===== config.mk =====
export PLATFORM = sky130hd
export DESIGN_NAME = mem_sweep_ctrl
export DESIGN_NICKNAME = d
export VERILOG_FILES = /design/src/rtl/mem_sweep_ctrl.sv
export SDC_FILE = /design/constraint.sdc
export NUM_CORES = 1
export LEC_CHECK = 0
export ABC_AREA = 1
export CORE_MARGIN = 3
export CORE_UTILIZATION = 47
export CTS_CLUSTER_DIAMETER = 80
export DETAILED_ROUTE_END_ITERATION = 7
export PLACE_DENSITY_LB_ADDON = 0.12
export SLEW_MARGIN = 20
export SYNTH_ARGS = -nofsm -noshare
export SYNTH_HDL_FRONTEND = slang
export SYNTH_SLANG_ARGS = --single-unit

===== constraint.sdc =====
create_clock -name clk -period 2.5 [get_ports clk]
set_clock_uncertainty 0.2 [all_clocks]
set_input_delay 0.375 -clock clk [delete_from_list [all_inputs] [get_ports clk]]
set_output_delay 0.375 -clock clk [all_outputs]
set_load 0.01 [all_outputs]

===== src/rtl/mem_sweep_ctrl.sv =====
// mem_sweep_ctrl: drives a no-write-enable block RAM for full-depth checksum reads and seeded fills
module mem_sweep_ctrl #(
    parameter int WID_MEM   = 8,
    parameter int DEPTH_MEM = 2048,
    parameter int PARK_ADDR = DEPTH_MEM
) (
    input  logic               clk,
    input  logic               reset,
    input  logic               start,
    input  logic               mode,
    input  logic [WID_MEM-1:0] seed,
    output logic               busy,
    output logic               done,
    output logic [31:0]        checksum,
    output logic [31:0]        raddr,
    output logic [31:0]        waddr,
    output logic [WID_MEM-1:0] din,
    input  logic [WID_MEM-1:0] dout
);
    localparam int AW = $clog2(DEPTH_MEM);
    typedef enum logic [2:0] {IDLE, RD, RD_TAIL, FILL, DONE} state_t;
    state_t state;
    logic [AW-1:0] cnt, raddr_q;
    logic [WID_MEM-1:0] seed_q;
    logic wb_valid;
    logic [31:0] acc;
    assign raddr = 32'(cnt);
    assign acc = {checksum[30:0], checksum[31]} ^ 32'(dout);
    // The RAM writes every clock, so waddr/din are always driven: fill data, a write-back of the word read last cycle, or the park address
    always_comb begin
        waddr = !reset ? 32'(PARK_ADDR) : state == FILL ? 32'(cnt) : wb_valid ? 32'(raddr_q) : 32'(PARK_ADDR);
        din   = state == FILL ? seed_q + WID_MEM'(cnt) : dout;
    end
    // Sweep sequencer; cnt doubles as the read address so raddr tracks it in every state
    always_ff @(posedge clk) begin
        if (!reset) begin
            state    <= IDLE;
            busy     <= 1'b0;
            done     <= 1'b0;
            checksum <= '0;
            cnt      <= '0;
            raddr_q  <= '0;
            seed_q   <= '0;
            wb_valid <= 1'b0;
        end else begin
            raddr_q  <= cnt;
            wb_valid <= state != FILL;
            done     <= 1'b0;
            case (state)
                IDLE: if (start) begin
                    cnt    <= '0;
                    busy   <= 1'b1;
                    seed_q <= seed;
                    state  <= mode ? FILL : RD;
                    if (!mode) checksum <= '0;
                end
                RD: begin
                    if (cnt != '0) checksum <= acc;
                    if (&cnt) state <= RD_TAIL;
                    else cnt <= cnt + 1'b1;
                end
                RD_TAIL: begin
                    checksum <= acc;
                    busy     <= 1'b0;
                    done     <= 1'b1;
                    state    <= DONE;
                end
                FILL: if (&cnt) begin
                    busy  <= 1'b0;
                    done  <= 1'b1;
                    state <= DONE;
                end else cnt <= cnt + 1'b1;
                DONE: state <= IDLE;
                default: state <= IDLE;
            endcase
        end
    end
endmodule


==> results.py, run 1 <==
metrics = {
    "placed_design": {
        "place_area_mm2": 0.00482,
        "gp_congestion": 0.856,
        "io_buffers": 84,
        "hpwlAfterDp_mm": 7.28,
        "dp.cells": 782,
    },
    "timing": {
        "min_period_over_period_pct": 96.1,
        "final.min_clock_period_ns": 2.40,
        "fmax_mhz": 416,
        "worst_pin_slew_ns": 0.516,
        "relSlewSlack_pct": 65.4,
        "setup_viol": 0,
        "slew_violations": 0,
        "hold_viol_final": 0,
        "rsz0062_at_grt": "yes",
    },
    "power": {
        "seq_power_share_pct": 34.5,
        "swShare_pct": 39.6,
        "peakVddDrop_mv": 0.588,
        "power_density_mw_per_mm2": 875,
        "p_switching_mw": 1.77,
        "leakage_nw": 2.53,
        "power_frac_comb_pct": 45.7,
        "pwr-share-clk_pct": 19.8,
        "p_int_mw": 2.70,
    },
    "setup_path": {
        "crit_fanout": 2,
        "crit_path_end_kind": "primary output",
        "cp_slowest_stage_delay_ns": 0.37,
        "cp_data_required_time_ns": 1.92,
        "critical_path.cell_chain": "ha_4, inv_1, fa_2, o21ai_2, buf_4, xnor2_1, o21ai_1, buf_2",
        "path_buf_inv": 3,
        "path_class": "reg2out",
        "cpLargestDelayFamily": "adder cells",
        "start_kind": "register",
        "worst_ep_arrival_time_ns": 1.83,
        "slowest_stage": "fa_2",
    },
    "drt": {
        "antenna_left": 0,
        "drc": 0,
        "vias_per_cell": 4.84,
        "drtPass1Iterations": 5,
        "wl_per_cell_um": 12.4,
        "drt-total-wl_mm": 9.90,
        "vias": 3878,
        "dr.first_iter.drc_count": 220,
    },
    "layout": {
        "register_area_mm2": 0.00137,
        "stdcell_count": 801,
        "final_cell_mix": "nand2_1, nor2_1, dfxtp_1",
        "design_area_mm2": 0.00510,
        "fill_cells": 764,
        "layout.nets": 724,
        "drive_gt1_share_pct": 11.9,
        "synthToLayoutAreaGrowth_pct": 28.5,
        "layout_commonest_cell": "nand2_1",
        "diodes": 0,
        "utilization_pct": 64.0,
        "multiInputGateArea_mm2": 0.00218,
    },
    "grt": {
        "grt_pass1_wl_mm": 15.9,
        "grt_pass1_vias": 3519,
        "antenna_found_initial": 0,
        "use_met2_pct": 32.9,
        "use_met3_pct": 3.43,
        "grt_start_max_net_pins": 34,
        "grt_busiest_layer": "met2",
        "use_met1_pct": 25.9,
        "grt_use_total_pct": 19.9,
        "grt_overflow": 0,
    },
    "die": {
        "rows": 32,
        "pin_count": 126,
        "dieArea_mm2": 0.00959,
        "start_util_pct": 49.8,
        "die_h_um": 97.9,
        "core_mm2": 0.00797,
        "chipWidth_um": 97.9,
    },
    "synthesis": {
        "avgSynthCellArea_um2": 6.65,
        "synth.distinct_cells": 30,
        "syn_inst": 597,
        "ys_seq_area_share_pct": 34.3,
        "syn_area_mm2": 0.00397,
        "ys_ff_latch": 68,
        "yosysWarnings": 0,
    },
    "clocking": {
        "clock_sinks": 68,
        "cts_tree": "yes",
        "htree_levels": 3,
        "cts_hold_buf": 0,
        "clock-root-buffer": "clkbuf_8",
        "cts.clk_slew.worst_paths_ns": 0.07,
        "insertion_delay_ns": 0.34,
        "cts_buffer_depth": 2,
        "cts_made_buffers": 9,
    },
    "hold_path": {
        "hold_path.class": "in2reg",
    },
    "status": {
        "status": "finished, final reports clean",
    },
    "run": {
        "cap_viol_max_count": 0,
    },
}
worst min-delay path, delay by kind of cell:
family / cells / cell delay [ns]
and+or+nand+nor: 2 / 0.13
buffers and inverters: 1 / 0.19
per-stage QoR:
| step | TNS [ns] | power, mW | worst slack, ns | hold WS [ns] |
|---|---|---|---|---|
| after floorplan | 0 | 2.86 | 0.258 | 0.249 |
| after global placement | -0.170 | 3.55 | -0.112 | 0.251 |
| after detailed placement | -0.268 | 3.59 | -0.164 | 0.255 |
| after CTS | -0.0605 | 4.49 | -0.0605 | 0.176 |
| after global routing | -0.0283 | 4.81 | -0.0283 | 0.226 |
| final | 0 | 4.47 | 0.0974 | 0.205 |
path summary, 6_finish.rpt:
check          from          end  slack (ns)  cells past startpoint
max          cnt[0]       din[4]         0.1                      8
min           reset       cnt[7]        0.20                      3
max reg2reg  cnt[0]  checksum[5]        0.36                     13
min reg2reg    busy         busy        0.26                      2
power by group through the flow:
| stage | Clock, mW | Combinational [mW] | Sequential, mW |
|---|---|---|---|
| 3_5_place_dp | 0 | 2.03 | 1.56 |
| 5_1_grt | 0.952 | 2.28 | 1.58 |
| 3_3_place_gp | 0 | 2.00 | 1.55 |
| 4_1_cts | 0.910 | 2.04 | 1.54 |
| 6_report | 0.886 | 2.04 | 1.54 |
| 2_1_floorplan | 0 | 1.23 | 1.63 |
final cells by class:
class	instances	area share (%)
timing repair buffer	113	20.4
sequential	68	26.8
inverter	51	3.78
clock buffer	10	2.50
multi-input combinational	451	42.8
clock inverter	6	1.25
tap	102	2.50
synth_stat cells (all sizes together):
| cell type | number | area share (%) |
|---|---|---|
| dfxtp | 68 | 34 |
| clkinv | 2 | 0.22 |
| a21oi | 41 | 5.5 |
| nand3b | 2 | 0.38 |
| o21ai | 12 | 1.5 |
| or2 | 2 | 0.32 |
| nor2 | 101 | 11 |
| o21bai | 2 | 0.38 |
| clkbuf | 7 | 0.66 |
| xnor2 | 9 | 2.0 |
| ha | 9 | 2.8 |
| nand3 | 60 | 7.9 |
| xor2 | 3 | 0.66 |
| nand4 | 1 | 0.16 |
| a21o | 1 | 0.19 |
| nand2 | 166 | 16 |
| fa | 1 | 0.50 |
| inv | 49 | 4.6 |
| buf | 60 | 11 |
| conb | 1 | 0.094 |
sequential cells by signal, indices dropped and copies added (netlist names):
register	cells
cnt	11
seed_q	8
busy	1
done	1
raddr_q	11
checksum	32
wb_valid	1
state	3
metal layers:
layer  vias up  part of all wire, %
li1       1971                    -
met1      1740                   45
met2       152                   47
met3        15                  6.9
met4         0                  1.4
met5         -                    0
kinds of logic after synthesis:
kind of cell	Yosys count	synth area share, %
other	1	0.0945
XOR/XNOR	12	2.65
AND/OR/NAND/NOR	332	35.7
flip-flops	68	34.3
adder cells (fa/ha/maj)	10	3.34
AO/OA/AOI/OAI	56	7.53
buffers and inverters	118	16.4
repair_timing:
action / CTS / global route
setup buffers: 1 / 2
resized for setup: 25 / 29
pin swaps: 3 / 4
endpoints found under the setup margin: 19 / 13
(Power assumes the default switching activity.)
==> inputs of run 2 (changes only) <==
Settings changed: ABC_CLOCK_PERIOD_IN_PS set to 2500.
==> results of run 2 <==
Same layout as run 1: the final DEF is identical, and so are final timing and power.
